**src/rtl/sequence_draw_reader.sv**
```systemverilog
// Read side of the sort-sequence datapath: walks elementSeq RAM and plots one
// vertical bar per element into the VGA plotter, one pixel per cycle.
`timescale 1ns/1ps
module sequence_draw_reader #(
    parameter int unsigned SCREEN_W    = 600,
    parameter int unsigned Y_BASE      = 479,
    parameter int unsigned BAR_UNIT    = 12,
    parameter int unsigned RAM_LATENCY = 2
) (
    input  logic       clk,
    input  logic       reset,
    input  logic       go_draw,
    output logic       draw_done,
    output logic [4:0] elementSeq_addr,
    input  logic [4:0] elementSeq_out,
    input  logic [4:0] numElements,
    input  logic [9:0] block_width,
    input  logic [4:0] highlight_idx,
    output logic [9:0] x,
    output logic [8:0] y,
    output logic [2:0] colour,
    output logic       plot
);

    // state | meaning
    // IDLE  | wait for a fresh go_draw, latch geometry
    // FETCH | address presented, wait out RAM latency, latch element value
    // DRAW  | emit one pixel per cycle, column by column, bottom to top
    // NEXT  | advance to the next element or finish
    // DONE  | hold draw_done until go_draw is released
    typedef enum logic [2:0] {IDLE, FETCH, DRAW, NEXT, DONE} state_t;

    state_t state, state_nxt;

    logic [4:0]  n_l, n_nxt, h_l, h_nxt, idx, idx_nxt, addr_nxt, v_l, v_nxt;
    logic [9:0]  w_l, w_nxt, dx, dx_nxt, x_base, xb_nxt, x_nxt;
    logic [8:0]  dy, dy_nxt, y_nxt, bar_top;
    logic [3:0]  wait_cnt, wait_nxt;
    logic [2:0]  colour_nxt;
    logic        plot_nxt, draw_done_nxt, armed, armed_nxt;
    logic [10:0] x_sum;

    assign bar_top = (9'(v_l) + 9'd1) * 9'(BAR_UNIT) - 9'd1;
    assign x_sum   = 11'(x_base) + 11'(dx);

    always_ff @(posedge clk or posedge reset) begin
        if (reset) begin
            state           <= IDLE;
            n_l             <= '0;
            w_l             <= '0;
            h_l             <= '0;
            idx             <= '0;
            elementSeq_addr <= '0;
            wait_cnt        <= '0;
            v_l             <= '0;
            dx              <= '0;
            dy              <= '0;
            x_base          <= '0;
            x               <= '0;
            y               <= '0;
            colour          <= '0;
            plot            <= 1'b0;
            draw_done       <= 1'b0;
            armed           <= 1'b0;
        end else begin
            state           <= state_nxt;
            n_l             <= n_nxt;
            w_l             <= w_nxt;
            h_l             <= h_nxt;
            idx             <= idx_nxt;
            elementSeq_addr <= addr_nxt;
            wait_cnt        <= wait_nxt;
            v_l             <= v_nxt;
            dx              <= dx_nxt;
            dy              <= dy_nxt;
            x_base          <= xb_nxt;
            x               <= x_nxt;
            y               <= y_nxt;
            colour          <= colour_nxt;
            plot            <= plot_nxt;
            draw_done       <= draw_done_nxt;
            armed           <= armed_nxt;
        end
    end

    always_comb begin
        state_nxt  = state;
        n_nxt      = n_l;
        w_nxt      = w_l;
        h_nxt      = h_l;
        idx_nxt    = idx;
        addr_nxt   = elementSeq_addr;
        wait_nxt   = wait_cnt;
        v_nxt      = v_l;
        dx_nxt     = dx;
        dy_nxt     = dy;
        xb_nxt     = x_base;
        x_nxt      = x;
        y_nxt      = y;
        colour_nxt = colour;
        plot_nxt   = 1'b0;
        // A redraw needs go_draw to have been seen low since the last start or reset.
        armed_nxt  = armed | ~go_draw;

        case (state)
            IDLE: begin
                if (go_draw && armed) begin
                    n_nxt     = numElements;
                    w_nxt     = block_width;
                    h_nxt     = highlight_idx;
                    idx_nxt   = '0;
                    addr_nxt  = '0;
                    wait_nxt  = 4'(RAM_LATENCY);
                    armed_nxt = 1'b0;
                    state_nxt = (numElements == 5'd0 || block_width == 10'd0) ? DONE : FETCH;
                end
            end
            FETCH: begin
                if (wait_cnt == 4'd0) begin
                    v_nxt     = elementSeq_out;
                    dx_nxt    = '0;
                    dy_nxt    = '0;
                    xb_nxt    = 10'(idx) * w_l;
                    state_nxt = DRAW;
                end else begin
                    wait_nxt = wait_cnt - 4'd1;
                end
            end
            DRAW: begin
                x_nxt    = x_sum[9:0];
                y_nxt    = 9'(Y_BASE) - dy;
                plot_nxt = (x_sum < 11'(SCREEN_W));
                if (dx == w_l - 10'd1 && w_l > 10'd1)
                    colour_nxt = 3'b000;
                else if (idx == h_l)
                    colour_nxt = 3'b100;
                else
                    colour_nxt = 3'b111;
                if (dy == bar_top) begin
                    dy_nxt = '0;
                    if (dx == w_l - 10'd1)
                        state_nxt = NEXT;
                    else
                        dx_nxt = dx + 10'd1;
                end else begin
                    dy_nxt = dy + 9'd1;
                end
            end
            NEXT: begin
                if (idx == n_l - 5'd1) begin
                    state_nxt = DONE;
                end else begin
                    idx_nxt   = idx + 5'd1;
                    addr_nxt  = idx + 5'd1;
                    wait_nxt  = 4'(RAM_LATENCY);
                    state_nxt = FETCH;
                end
            end
            DONE: begin
                if (!go_draw)
                    state_nxt = IDLE;
            end
            default: state_nxt = IDLE;
        endcase

        draw_done_nxt = (state_nxt == DONE);
    end

endmodule

```
**config.mk**
```make
export PLATFORM = sky130hd
export DESIGN_NAME = sequence_draw_reader
export DESIGN_NICKNAME = d
export VERILOG_FILES = /design/src/rtl/sequence_draw_reader.sv
export SDC_FILE = /design/constraint.sdc
export NUM_CORES = 1
export LEC_CHECK = 0
export BUFFER_PORTS_ARGS = -buffer_cell sky130_fd_sc_hd__buf_2
export CELL_PAD_IN_SITES_DETAIL_PLACEMENT = 0
export CELL_PAD_IN_SITES_GLOBAL_PLACEMENT = 2
export CORE_MARGIN = 5
export CORE_UTILIZATION = 38
export CTS_CLUSTER_SIZE = 30
export DETAILED_ROUTE_END_ITERATION = 8
export PLACE_DENSITY = 0.8
export SLEW_MARGIN = 30
export SYNTH_ARGS = -nofsm -noshare
export SYNTH_HDL_FRONTEND = slang
export SYNTH_SLANG_ARGS = --single-unit
```
**constraint.sdc**
```tcl
create_clock -name clk -period 5.2 [get_ports clk]
set_clock_uncertainty 0.05 [all_clocks]
set_input_delay 0.26 -clock clk [delete_from_list [all_inputs] [get_ports clk]]
set_output_delay 0.26 -clock clk [all_outputs]
set_load 0.02 [all_outputs]
```
==> impl_metrics.toml, run 1 <==
[hold_path]
hold_path_startpoint = "elementSeq_out[2]"
hp-class = "input pin to flip-flop"

[synth]
synth_warnings = 0
yosysMostFrequentCell = "nand2_1"
synth_top_area_share = 0.3595
syn_area_per_cell_um2 = 9.014
ys_seq_elements = 90
synth_top_cells_by_area = "dfrtp_1 (36%), ha_1 (7.2%), nand2_1 (6.4%)"
synth_nets = 777
ys_top_cells_by_count = "nand2_1 (107), dfrtp_1 (90), o21ai_0 (51), inv_1 (49), xnor2_1 (43)"
synth-async-reset-ratio = 1.000
synthesis.area_um2 = 6265
synth_cell_types = 59
synth_edf_count = 0
ys_seq_area_frac = 0.3595
synth_top_flop_cell = "dfrtp_1"
yosysTopAreaCell = "dfrtp_1"
syn_inst = 695

[sta]
fin_ws_ps = 820.6
timing.hold.ws_ps = 53.71
max_slew.worst_pin.slew_ps = 708.5
fin_crit_sh = 0.8422
slew_violations = 0
min_period_ps = 4379
setup_tns_ps = 0
relSlewSlack = 0.5276
rsz0062_at_grt = "no"
max_freq_ghz = 0.2283
hold_viol_final = 0
setup_viol = 0

[clock_network]
cts.sinks = 90
root_buffer = "clkbuf_16"
post_cts_resized = 0
cts_hold_buffers = 1
htree_num_levels = 3
numCtsBuffers = 9
clk_latency_ps = 350
cts.path.max_buffers = 2
cts_setup_buffers = 0
tritoncts = "built"
cts.reportedPaths.clkPinSlew_ps = 70

[global_route]
grt_use_total = 0.1509
grt-ovfl-total = 0
grt_pass1_wl_mm = 23.98
grt_pass1_vias = 4776
antenna_found_initial = 0
grt_max_degree = 78

[floorplanning]
num_io_pins = 57
die_area_um2 = 19150
start_util = 0.3818
row_count = 47
die_h_um = 138.4
core-area_um2 = 16410
die_width_um = 138.4

[setup_path]
r2r_cells = 14
critPathCapture = "dx[5]$_DFFE_PP0P_"
reg2reg_to = "dx[5]$_DFFE_PP0P_"
arrival_ps = 4620
r2r_setup_slack_ps = 820
critPathKind = "flip-flop to flip-flop"
r2r-start = "v_l[0]$_DFFE_PP0P_"
required_ps = 5440
endpoint_kind = "flip-flop"
cp_max_fo = 19
critPathLaunchType = "flip-flop"
timing.critical_path.from = "v_l[0]$_DFFE_PP0P_"

[place]
post-place-cells = 937
dp_slack_ps = 850.9
hpwl_mm = 10.45
dpl_cell_area_um2 = 6700
io_buffers = 56
gp_congestion = 0.7885

[layout]
post-route-util = 0.4276
multi_input_area_um2 = 3662
ff_latch_area_um2 = 2252
design_area_um2 = 7015
areaGrowthSynthToFinish_pct = 11.98
antenna_cells = 0
nets = 811
drive_above_1_share = 0.1403
final_cells = 954
fillerInstances = 1637

[drt]
viasPerCell = 5.061
dr.pass1.iters = 4
antenna_left = 0
first_iter_violations = 257
via_count = 4828
drc = 0
routedWlPerCell_um = 14.70
wirelength_mm = 14.03

[status]
status = "finished clean"

[pwr]
p_per_area_nw_per_um2 = 557.4
ir_drop_mv = 0.2334
power_mw = 3.910
p_leak_nw = 3.339

[job]
maxCapViolCount = 0
layout by cell type, fill, tap and decap left out, types with 18 or more instances in the layout:
cell type / synthesis / final
buf_2: 4 / 56
nand3_1: 21 / 21
a21oi_1: 21 / 21
nand2_1: 107 / 107
dfrtp_1: 90 / 90
nor2_1: 34 / 34
ha_1: 36 / 36
inv_1: 49 / 48
fa_1: 18 / 18
o21ai_0: 51 / 51
xor2_1: 22 / 22
xnor2_1: 43 / 43
how the worst min path moves through the flow:
stage | endpoint | depth (start not counted) | slack, ps
6_report | v_l[2]$_DFFE_PP0P_ | 3 | 50
5_1_grt | v_l[2]$_DFFE_PP0P_ | 3 | 50
4_1_cts | v_l[2]$_DFFE_PP0P_ | 3 | 40
3_5_place_dp | x[6]$_DFFE_PP0P_ | 2 | 150
3_3_place_gp | x[5]$_DFFE_PP0P_ | 2 | 140
2_1_floorplan | armed$_DFF_PP0_ | 1 | 290
worst max-delay path: stages, from the launching register on:
cell and delay (ps):
dfrtp_1 520, ha_1 400, nand3_1 140, xnor2_1 230, ha_1 230, nor2_1 70, o211a_1 120, a211o_1 310
xor2_2 250, nor4b_1 270, o41ai_1 120, mux2i_1 210, or4b_1 740, or4_1 570, nand2_1 80
final cells by class:
cell class	instances	share of cell area
Multi-Input combinational cell	516	0.5220
Sequential cell	90	0.3210
Timing Repair Buffer	62	0.04726
Tap cell	220	0.03924
Clock buffer	11	0.03460
Inverter	50	0.02693
Clock inverter	5	0.008917
sequential cells by signal (all words and copies together) (netlist names), 4 cells and up:
signal and count:
x_base 10, x 10, h_l 5, dx 10, dy 9, n_l 5
y 9, v_l 5, wait_cnt 4, idx 5, w_l 10
cell families after synthesis:
kind of cell | share of synthesized area
adder cells (fa/ha/maj) | 0.1294
AO/OA/AOI/OAI | 0.1322
buffers and inverters | 0.05592
flip-flops | 0.3595
AND/OR/NAND/NOR | 0.1853
XOR/XNOR | 0.1023
multiplexers | 0.03535
power by group:
group          internal (mW)  total [mW]  switching [mW]
Clock                  0.389       0.680           0.291
Sequential             0.936        1.24           0.303
Combinational          0.859        1.99            1.13
Total                   2.18        3.91            1.73
per-layer routing:
| metal | vias to the layer above | GRT usage | wire length, µm |
|---|---|---|---|
| met5 | - | 0 | 0 |
| met4 | 0 | 0.04212 | 78 |
| met3 | 7 | 0.02901 | 475 |
| met2 | 79 | 0.2436 | 6682 |
| met1 | 2307 | 0.2080 | 6790 |
| li1 | 2435 | - | - |
Power figures use the tool's default switching activity.
==> inputs of run 2 (changes only) <==
--- a/config.mk
+++ b/config.mk
@@ -5,11 +5,12 @@
 export SDC_FILE = /design/constraint.sdc
 export NUM_CORES = 1
 export LEC_CHECK = 0
+export ABC_AREA = 1
 export BUFFER_PORTS_ARGS = -buffer_cell sky130_fd_sc_hd__buf_2
 export CELL_PAD_IN_SITES_DETAIL_PLACEMENT = 0
 export CELL_PAD_IN_SITES_GLOBAL_PLACEMENT = 2
 export CORE_MARGIN = 5
-export CORE_UTILIZATION = 38
+export CORE_UTILIZATION = 36
 export CTS_CLUSTER_SIZE = 30
 export DETAILED_ROUTE_END_ITERATION = 8
 export PLACE_DENSITY = 0.8
==> constraint.sdc (replaced) <==
create_clock -name clk -period 4.3 [get_ports clk]
set_clock_uncertainty 0.05 [all_clocks]
set_input_delay 0.215 -clock clk [delete_from_list [all_inputs] [get_ports clk]]
set_output_delay 0.215 -clock clk [all_outputs]
set_load 0.02 [all_outputs]
==> run 2 against run 1 <==
Net effect:
- critical path depth up 2
- die area up 9.5%
- largest cell class unchanged
- synthesized area up 4.5%
- count of clock-buffer cells in the layout down 1
- final cell count up 18%
==> impl_metrics.toml, run 2 <==
[synth]
ys_seq_area_frac = 0.3441
synth_edf_count = 0
ys_top_cells_by_count = "nand2_1 (228), inv_1 (112), dfrtp_1 (90), o21ai_0 (64), nor2_1 (46)"
yosysTopAreaCell = "dfrtp_1"
synth_top_flop_cell = "dfrtp_1"
syn_area_per_cell_um2 = 7.764
yosysMostFrequentCell = "nand2_1"
synth_top_area_share = 0.3441
synth_top_cells_by_area = "dfrtp_1 (34%), nand2_1 (13%), ha_1 (6.9%)"
synth_cell_types = 43
synth-async-reset-ratio = 1.000
ys_seq_elements = 90
syn_inst = 843
synth_nets = 925
synthesis.area_um2 = 6545
synth_warnings = 0

[hold_path]
hp-class = "input pin to flip-flop"

[global_route]
grt_pass1_vias = 5492
grt_max_degree = 53
grt-ovfl-total = 0
grt_use_total = 0.1644
grt_pass1_wl_mm = 27.25
antenna_found_initial = 0

[pwr]
intPower_mw = 2.482
p_comb_frac = 0.503
switching_power_mw = 2.191
swShare = 0.4688
power_mw = 4.672
p_seq_frac = 0.307
ir_drop_mv = 0.2860
p_per_area_nw_per_um2 = 629.0
clkPwrFrac = 0.190
p_leak_nw = 3.924

[status]
status = "finished clean"

[setup_path]
crit_slowest_cell = "fa_1"
critPathLaunchType = "flip-flop"
endpoint_kind = "flip-flop"
critPathKind = "flip-flop to flip-flop"
cp_cell_sequence = "nand2_1, fa_1, fa_1, fa_1, inv_1, ha_1, a21o_1, a31oi_1, inv_1, a21oi_1, o21bai_1, nand2_1, nand2_1, a21oi_1, xor2_1, o21ai_0"
required_ps = 4470
cp_max_fo = 7
arrival_ps = 4130
slowest_delay_ps = 540

[sta]
setup_tns_ps = 0
rsz0062_at_grt = "no"
setup_viol = 0
hold_viol_final = 0
timing.hold.ws_ps = 14.39
max_freq_ghz = 0.2524
max_slew.worst_pin.slew_ps = 658.4
relSlewSlack = 0.5610
fin_ws_ps = 337.6
fin_crit_sh = 0.9215
min_period_ps = 3962
slew_violations = 0

[clock_network]
cts_hold_buffers = 3
htree_num_levels = 3
post_cts_resized = 0
tritoncts = "built"
cts.path.max_buffers = 2
root_buffer = "clkbuf_16"
cts.reportedPaths.clkPinSlew_ps = 70
cts.sinks = 90
clk_latency_ps = 360
cts_setup_buffers = 0
numCtsBuffers = 9

[layout]
post-route-util = 0.4149
final_cells = 1129
areaGrowthSynthToFinish_pct = 13.50
nets = 977
antenna_cells = 0
final_common_cell = "nand2_1"
final_cell_mix = "nand2_1 (228), inv_1 (111), dfrtp_1 (90)"
drive_above_1_share = 0.1478
design_area_um2 = 7428

[drt]
wirelength_mm = 16.03
drc = 0
routedWlPerCell_um = 14.20
first_iter_violations = 370
viasPerCell = 4.771
via_count = 5386
dr.pass1.iters = 5
antenna_left = 0

[place]
dp_slack_ps = 362.4
post-place-cells = 1109
gp_congestion = 0.7985
hpwl_mm = 12.30
dpl_cell_area_um2 = 7044
io_buffers = 56

[floorplanning]
start_util = 0.3656
die_area_um2 = 20980
num_io_pins = 57
die_h_um = 144.8
core-area_um2 = 17900
row_count = 49
die_width_um = 144.8

[job]
maxCapViolCount = 0
-- run 2: cell count changes after synthesis, sizes merged, moves of 17 or more --
cell,previous run,this run
nand2,107,250
inv,50,116
xnor2,44,15
nand3,21,48
mux2,17,0
nor2,34,51
xor2,24,41
-- run 2: final timing paths --
check,start,to,slack [ps],depth (start not counted)
worst max-delay path,w_l[0]$_DFFE_PP0P_,x_base[9]$_DFFE_PP0P_,340,16
worst min-delay path,highlight_idx[1],h_l[1]$_DFFE_PP0P_,10,3
worst max register to register,w_l[0]$_DFFE_PP0P_,x_base[9]$_DFFE_PP0P_,340,16
worst min register to register,x[6]$_DFFE_PP0P_,x[6]$_DFFE_PP0P_,420,2
max in group asynchronous,reset,dx[3]$_DFFE_PP0P_,2770,4
min in group asynchronous,reset,draw_done$_DFF_PP0_,460,3
-- run 2: logic make-up after synthesis --
logic type,synth area share
DFF,0.3441
xor gates and xnor gates,0.07494
AOI/OAI and AO/OA,0.08890
and+or+nand+nor,0.2776
adders and majority gates,0.1239
buffers and inverters,0.09061
-- run 2: cell type report --
cell class                 count  area [µm²]
sequential                    90        2252
inverter                     119       454.2
timing repair buffer          69       387.9
tap                          229       286.5
fill                        1881       10470
multi-input combinational    606        3711
clock buffer                  10       239.0
clock inverter                 6       97.59
-- run 2: power groups by stage --
stage | logic [mW] | clock network (mW) | registers, mW
after floorplan | 1.87 | 0 | 1.41
after global placement | 2.34 | 0 | 1.44
after detailed placement | 2.37 | 0 | 1.45
after CTS | 2.39 | 0.918 | 1.44
after global routing | 2.69 | 0.948 | 1.48
final | 2.35 | 0.889 | 1.43
-- run 2: routing by layer --
layer	up-vias	GRT usage	wire length [µm]
met3	11	0.03385	774
met2	109	0.2755	7351
li1	2795	-	-
met1	2471	0.2185	7739
met4	0	0.03976	169
met5	-	0	0
-- run 2: critical path: cells and delay by family, from the launching register on --
family / cells / cell delay (ps)
DFF: 1 / 470
adders and majority gates: 4 / 1920
AOI/OAI and AO/OA: 6 / 860
and+or+nand+nor: 3 / 260
xor gates and xnor gates: 1 / 160
buffers and inverters: 2 / 110
